$ cat src/rtl/encoder_layer_1_intermediate_dense_dot_accum.sv
// Fixed-point dot-product accumulator: pairs activation and weight beats, sums lane products
// over IN_DEPTH beats and presents one full-precision result through a valid/ready register.
module encoder_layer_1_intermediate_dense_dot_accum #(
    parameter int DATA_IN_0_PRECISION_0  = 16,
    parameter int DATA_IN_0_PRECISION_1  = 3,
    parameter int WEIGHT_PRECISION_0     = 16,
    parameter int WEIGHT_PRECISION_1     = 3,
    parameter int PARALLELISM            = 4,
    parameter int IN_DEPTH               = 8,
    parameter int DATA_OUT_0_PRECISION_0 = DATA_IN_0_PRECISION_0 + WEIGHT_PRECISION_0
                                           + $clog2(PARALLELISM * IN_DEPTH),
    parameter int DATA_OUT_0_PRECISION_1 = DATA_IN_0_PRECISION_1 + WEIGHT_PRECISION_1
) (
    input  logic                              clk,
    input  logic                              rst,
    input  logic [DATA_IN_0_PRECISION_0-1:0]  data_in_0 [PARALLELISM],
    input  logic                              data_in_0_valid,
    output logic                              data_in_0_ready,
    input  logic [WEIGHT_PRECISION_0-1:0]     weight [PARALLELISM],
    input  logic                              weight_valid,
    output logic                              weight_ready,
    output logic [DATA_OUT_0_PRECISION_0-1:0] data_out_0,
    output logic                              data_out_0_valid,
    input  logic                              data_out_0_ready
);

    localparam int PW = DATA_IN_0_PRECISION_0 + WEIGHT_PRECISION_0;
    localparam int OW = DATA_OUT_0_PRECISION_0;
    localparam int CW = $clog2(IN_DEPTH) + 1;
    localparam logic [CW-1:0] LAST_BEAT = CW'(IN_DEPTH - 1);

    // Elaboration-time sanity on the parameter set; no hardware results.
    if (IN_DEPTH < 1) begin : g_bad_depth
        $error("IN_DEPTH must be at least 1");
    end
    if (DATA_OUT_0_PRECISION_1 != DATA_IN_0_PRECISION_1 + WEIGHT_PRECISION_1) begin : g_bad_frac
        $error("result fractional bits must equal activation plus weight fractional bits");
    end
    if (OW < PW) begin : g_bad_width
        $error("result width narrower than a single product");
    end

    logic [CW-1:0]        cnt;
    logic signed [OW-1:0] acc;
    logic signed [OW-1:0] beat_sum;
    logic signed [PW-1:0] prod [PARALLELISM];
    logic                 last_beat;
    logic                 can_step;
    logic                 fire;

    always_comb begin
        beat_sum = '0;
        for (int i = 0; i < PARALLELISM; i++) begin
            prod[i]  = PW'($signed(data_in_0[i])) * PW'($signed(weight[i]));
            beat_sum = beat_sum + OW'(prod[i]);
        end
    end

    // Only the closing beat needs room in the output register.
    assign last_beat       = (cnt == LAST_BEAT);
    assign can_step        = !last_beat | !data_out_0_valid | data_out_0_ready;
    assign fire            = data_in_0_valid & weight_valid & can_step;
    assign data_in_0_ready = weight_valid & can_step;
    assign weight_ready    = data_in_0_valid & can_step;

    always_ff @(posedge clk) begin
        if (rst) begin
            cnt              <= '0;
            acc              <= '0;
            data_out_0       <= '0;
            data_out_0_valid <= 1'b0;
        end else begin
            if (data_out_0_valid & data_out_0_ready) begin
                data_out_0_valid <= 1'b0;
            end
            if (fire) begin
                if (last_beat) begin
                    data_out_0       <= acc + beat_sum;
                    data_out_0_valid <= 1'b1;
                    acc              <= '0;
                    cnt              <= '0;
                end else begin
                    acc <= acc + beat_sum;
                    cnt <= cnt + CW'(1);
                end
            end
        end
    end

endmodule
$ cat config.mk
export PLATFORM = sky130hd
export DESIGN_NAME = encoder_layer_1_intermediate_dense_dot_accum
export DESIGN_NICKNAME = d
export VERILOG_FILES = /design/src/rtl/encoder_layer_1_intermediate_dense_dot_accum.sv
export SDC_FILE = /design/constraint.sdc
export NUM_CORES = 2
export LEC_CHECK = 0
export ABC_CLOCK_PERIOD_IN_PS = 17900
export CORE_MARGIN = 3
export CORE_UTILIZATION = 35
export CTS_CLUSTER_DIAMETER = 40
export DETAILED_ROUTE_END_ITERATION = 10
export GPL_TIMING_DRIVEN = 0
export MAX_ROUTING_LAYER = met4
export SLEW_MARGIN = 20
export SYNTH_ARGS = -nofsm -noshare
export SYNTH_HDL_FRONTEND = slang
export SYNTH_SLANG_ARGS = --single-unit
$ cat constraint.sdc
create_clock -name clk -period 17.9 [get_ports clk]
set_clock_uncertainty 0.2 [all_clocks]
set_input_delay 3.58 -clock clk [delete_from_list [all_inputs] [get_ports clk]]
set_output_delay 3.58 -clock clk [all_outputs]
set_load 0.02 [all_outputs]
# == Word level (Yosys, flattened, before mapping) ==
# Index checks and enable logic that the tools add are counted.
# Widths: inputs -> output; s select.
# totals
reg_bits,79
inputBits,133
output_inout_bits,40
wordCells,29
# classes
add_sub_neg,5
mul,4
eq_ne,1
muxes,5
bitwise,7
n_reduce_logical,3
# op_table
cell,count
$mul 16x16->32,4
$add 37x35->37,1
$mux 37,1
$add 34x32->35,1
$add 33x32->34,1
$add 32x32->33,1
$and 1x1->1,5
$add 4x1->4 const B,1
$eq 4x3->1 const B,1
$mux 4,1
$mux 1,3
$logic_not 1->1,2
$or 1x1->1,2
$reduce_and 2->1,1

# == Depth between registers and ports, before layout ==
# depth
ltp_word,6
mapped_depth,33
mapped_depth_nobuf,31

# == Worst setup path after synthesis ==
# No wires, ideal clock.
# synth_path
kind,input port to flip-flop
start,input data_in_0[31] (netlist bit)
end,register acc[35]
setup_time_ns,0.128
t_arrival_ns,11.638
t_required_ns,17.572
slack_ns,5.934
path_stages,29
cell_sequence,clkbuf_1 > nand2_1 > inv_1 > fa_1 > inv_1 > fa_1 > inv_1 > fa_1 > inv_1 > fa_1 > fa_1 > fa_1 > inv_1 > fa_1 > fa_1 > fa_1 > inv_1 > fa_1 > inv_1 > ha_1 > buf_6 > a21oi_2 > nand2_1 > a221o_1 > and3_4 > a2111oi_4 > o31a_1 > xor2_1 > o21ai_1
# synth_via
elab_chain_len,5
# synth_lines
element,line,text
from (decl),16,"input logic [DATA_IN_0_PRECISION_0-1:0] data_in_0 [PARALLELISM],"
$mul 16x16->32,54,prod[i] = PW'($signed(data_in_0[i])) * PW'($signed(weight[i]));
$add 33x32->34,55,beat_sum = beat_sum + OW'(prod[i]);
$add 34x32->35,55,
$add 37x35->37,83,acc <= acc + beat_sum;
$mux 37,77,if (last_beat) begin
to (signal assigned),83,
to (decl),44,logic signed [OW-1:0] acc;
# Every way passes these cells.
# A chain may end at the register's enable or synchronous reset.

# == Worst setup path after layout ==
# layout_path
start,input data_in_0[15] (netlist bit)
end,register acc[35]
# layout_via
elab_chain_len,4
# layout_lines
element,line
$mul 16x16->32,54
$add 34x32->35,55
$add 37x35->37,83
$mux 37,77
# Every way passes these cells.

==> impl_table.tex <==
\begin{tabular}{lr}
\hline
Metric & Value \\
\hline
\multicolumn{2}{l}{\textbf{Status}} \\
\quad Run status & complete, no violations \\
\multicolumn{2}{l}{\textbf{Drt}} \\
\quad Vias per std cell & 4.63 \\
\quad Via count of the routed design & 31359 \\
\quad WL per Instance & 20.3 um \\
\quad Top layer used by detailed routing & met4 \\
\quad Detail Route met3 WL & 9.82 mm \\
\quad Total wire length & 137 mm \\
\quad Number of DRC violations after detailed-routing iteration 0 & 1961 \\
\quad TritonRoute pass-1 iters & 5 \\
\quad Remaining antenna violation count & 0 \\
\quad Routed met2 length & 61.6 mm \\
\quad Met1 WL & 61.9 mm \\
\quad DRC errors left & 0 \\
\multicolumn{2}{l}{\textbf{Setup path}} \\
\quad Number of cell instances on the worst register-to-register path & 24 \\
\quad CP peak stage delay & 730 ps \\
\quad Maximum fanout along the worst path & 12 \\
\quad Count of buffer and inverter cells on the critical path & 9 \\
\quad Required time at the endpoint of the critical path & 17940 ps \\
\quad Cell with the biggest individual delay on the critical path & sky130\_fd\_sc\_hd\_\_clkdlybuf4s50\_1 \\
\quad CP arrival & 13690 ps \\
\quad Worst reg2reg path startpoint & acc[15] \\
\quad Most Frequent Cell on Critical Path & sky130\_fd\_sc\_hd\_\_fa\_1 \\
\quad Critical path class & in -> reg \\
\quad Critical path's top delay family & adder cells \\
\quad Worst R2R Setup Slack & 9840 ps \\
\quad Type of element capturing the critical path & flip-flop \\
\quad Critical register-to-register path endpoint & acc[35] \\
\quad Startpoint types & primary input \\
\multicolumn{2}{l}{\textbf{Clocking}} \\
\quad CTS Hold Bufs & 0 \\
\quad Post-CTS sizing & 0 \\
\quad Clock tree from TritonCTS & yes \\
\quad Number of sinks driven by the clock tree & 79 \\
\quad Clock buffers created by TritonCTS & 9 \\
\quad Clock-pin transition on the worst setup and hold timing paths & 80 ps \\
\quad Clk Tree Root Cell & sky130\_fd\_sc\_hd\_\_clkbuf\_16 \\
\quad Clock insertion delay at the later pin of the skew report & 370 ps \\
\quad Htree depth & 3 \\
\quad CTS max path bufs & 2 \\
\quad Post-CTS setup buffer count & 0 \\
\multicolumn{2}{l}{\textbf{GRT}} \\
\quad Number of global-route vias before repair & 35031 \\
\quad First-pass GRT wire length & 215 mm \\
\quad Antenna violations before repair & 27 \\
\quad Pin count of the biggest net entering global routing & 23 \\
\quad Total global routing track utilization & 0.216 \\
\quad Remaining global-route overflow & 0 \\
\multicolumn{2}{l}{\textbf{Logic synthesis}} \\
\quad Share of synthesized flip-flops with an asynchronous set or reset & 0 \\
\quad Sequential element share of the synthesized area & 0.0343 \\
\quad Leading cell types by total area after synthesis & sky130\_fd\_sc\_hd\_\_fa\_1 58\%, sky130\_fd\_sc\_hd\_\_inv\_1 12\%, sky130\_fd\_sc\_hd\_\_ha\_1 8.4\%, sky130\_fd\_sc\_hd\_\_and2\_1 6.1\%, sky130\_fd\_sc\_hd\_\_nand2\_1 4.9\% \\
\quad Top cell type's share of synthesized area & 0.582 \\
\quad Syn nets & 6600 \\
\quad Instance count of the mapped netlist & 4819 \\
\quad Prevailing post-synth register cell & sky130\_fd\_sc\_hd\_\_dfxtp\_1 \\
\quad Average cell area after synthesis & 9.56 um2 \\
\quad Synthesized flop and latch total & 79 \\
\quad Number of warnings issued by yosys & 0 \\
\quad Top cells by instance count after synthesis & 1462 x sky130\_fd\_sc\_hd\_\_inv\_1, 1339 x sky130\_fd\_sc\_hd\_\_fa\_1, 602 x sky130\_fd\_sc\_hd\_\_nand2\_1, 450 x sky130\_fd\_sc\_hd\_\_and2\_1, 309 x sky130\_fd\_sc\_hd\_\_ha\_1 \\
\quad Number of library cell types mapped by synthesis & 56 \\
\quad Largest area contributor in the netlist & sky130\_fd\_sc\_hd\_\_fa\_1 \\
\quad Most numerous cell in the Yosys netlist & sky130\_fd\_sc\_hd\_\_inv\_1 \\
\quad Synth Cell Area & 46000 um2 \\
\quad Number of flops mapped to enable cells by yosys & 0 \\
\multicolumn{2}{l}{\textbf{Timing}} \\
\quad Hold Fails Final Rpt & 0 \\
\quad Worst-margin pin slew & 946 ps \\
\quad Worst hold slack & 257 ps \\
\quad Unrepaired setup endpoints after global routing & false \\
\quad Worst relative slew slack & 0.369 \\
\quad Clock period minus final worst setup slack & 13650 ps \\
\quad Final Slew Violations & 0 \\
\quad Count of endpoints failing setup in the final report & 0 \\
\quad Period utilization & 0.762 \\
\quad Peak Freq & 73.3 MHz \\
\quad Final setup TNS & 0 ps \\
\multicolumn{2}{l}{\textbf{Hold path}} \\
\quad Number of instances on the worst hold path & 2 \\
\quad Class of the tightest hold or removal check & reg -> reg \\
\quad Worst Hold Endpoint & acc[23] \\
\quad Min-delay src & acc[23] \\
\multicolumn{2}{l}{\textbf{Die}} \\
\quad Number of placed I/O pins & 173 \\
\quad Die boundary width & 369 um \\
\quad Standard cell core area & 130000 um2 \\
\quad Row count & 132 \\
\quad Effective utilization at floorplan & 0.354 \\
\quad Die area & 136000 um2 \\
\quad Chip height & 369 um \\
\multicolumn{2}{l}{\textbf{Cells and area}} \\
\quad Count of nets after finishing & 6782 \\
\quad Post-Layout Inst Area & 50300 um2 \\
\quad Fraction of layout cells with a size suffix above 1 & 0.00699 \\
\quad Area Overhead vs Synth & 9.23\% \\
\multicolumn{2}{l}{\textbf{Placement}} \\
\quad Port buffer count & 171 \\
\quad Placed cell areas & 49900 um2 \\
\quad Weighted congestion at the end of routability-driven global placement & 0.958 \\
\quad Hpwl dp & 128 mm \\
\multicolumn{2}{l}{\textbf{Run}} \\
\quad MaxCap Viol Count & 0 \\
\hline
\end{tabular}
## cell type report
class / count / area [um2]
Antenna cell: 27 / 67.6
Buffer: 161 / 618
Clock buffer: 9 / 225
Clock inverter: 7 / 65.1
Fill cell: 13292 / 79800
Inverter: 1463 / 5490
Multi-Input combinational cell: 3116 / 38400
Sequential cell: 79 / 1580
Tap cell: 1742 / 2180
Timing Repair Buffer: 171 / 1710
## kinds of logic (layout without fill, tap and decap cells)
group / after synthesis / after routing / synth area share
adder cells (fa/ha/maj): 1648 / 1648 / 0.666
multiplexers: 2 / 2 / 0.000435
AND/OR/NAND/NOR: 1240 / 1240 / 0.132
buffers and inverters: 1624 / 1811 / 0.133
other: 0 / 27 / 0
XOR/XNOR: 47 / 47 / 0.00894
flip-flops: 79 / 79 / 0.0343
AO/OA/AOI/OAI: 179 / 179 / 0.0251
## sequential cells by signal (all words and copies together), names as in the netlist
signal	cells
data_out_0_valid	1
data_out_0	37
cnt	4
acc	37
## stage by stage
stage / util / std cells / setup slack [ps]
finish: 0.386 / 6775 / 4250
global placement: 0.384 / 6732 / 3830
detailed placement: 0.384 / 6732 / 3870
global route: 0.386 / 6770 / 3790
floorplan: - / 4819 / 5930
CTS: 0.386 / 6748 / 4180
## layout by cell type, fill, tap and decap left out, drive strengths merged, types with 4 or more instances in the layout
cell	instances
o21ai	39
a21oi	61
clkbuf	162
nand3b	5
nand4	6
xnor2	36
nor2b	18
a21o	15
clkdlybuf4s50	171
o21bai	6
ha	309
dfxtp	79
nand2	603
inv	1465
a31oi	9
a211o	5
nor3b	5
xor2	11
nor2	61
a211oi	8
and2	450
a22oi	16
or3	7
buf	8
nor4b	4
fa	1339
nand3	25
nor3	13
nand2b	37
diode	27
## worst reg2reg max path: stages (launching register included)
cell,delay (ps)
sky130_fd_sc_hd__dfxtp_1,360
sky130_fd_sc_hd__inv_1,70
sky130_fd_sc_hd__fa_1,490
sky130_fd_sc_hd__fa_1,570
sky130_fd_sc_hd__inv_1,60
sky130_fd_sc_hd__fa_1,380
sky130_fd_sc_hd__inv_1,80
sky130_fd_sc_hd__fa_1,510
sky130_fd_sc_hd__fa_1,570
sky130_fd_sc_hd__inv_1,50
sky130_fd_sc_hd__fa_1,490
sky130_fd_sc_hd__inv_1,50
sky130_fd_sc_hd__fa_1,540
sky130_fd_sc_hd__fa_1,500
sky130_fd_sc_hd__fa_1,520
sky130_fd_sc_hd__inv_1,40
sky130_fd_sc_hd__ha_1,330
sky130_fd_sc_hd__a21oi_1,130
sky130_fd_sc_hd__o21ai_0,140
sky130_fd_sc_hd__a32oi_1,560
sky130_fd_sc_hd__nand2_1,210
sky130_fd_sc_hd__a2111oi_4,530
sky130_fd_sc_hd__o31a_1,300
sky130_fd_sc_hd__xor2_1,180
sky130_fd_sc_hd__o21ai_1,80
## worst max-delay path by stage
| stage | startpoint | endpoint | depth (start not counted) | slack [ps] |
|---|---|---|---|---|
| 6_report | data_in_0[15] | acc[35] | 29 | 4250 |
| 5_1_grt | data_in_0[15] | acc[35] | 29 | 3790 |
| 4_1_cts | weight[32] | acc[35] | 27 | 4180 |
| 3_5_place_dp | weight[32] | acc[35] | 27 | 3870 |
| 3_3_place_gp | weight[32] | acc[35] | 27 | 3830 |
| 2_1_floorplan | data_in_0[31] | acc[35] | 29 | 5930 |
## layer usage
metal,up-vias,global-route usage
met5,-,-
met4,0,0.0566
met3,193,0.0327
met2,971,0.334
met1,16260,0.300
li1,13935,-
Power is left out: the tool's default activity adds up to more than one toggle a clock period on the data nets, which glitch-free logic cannot reach.
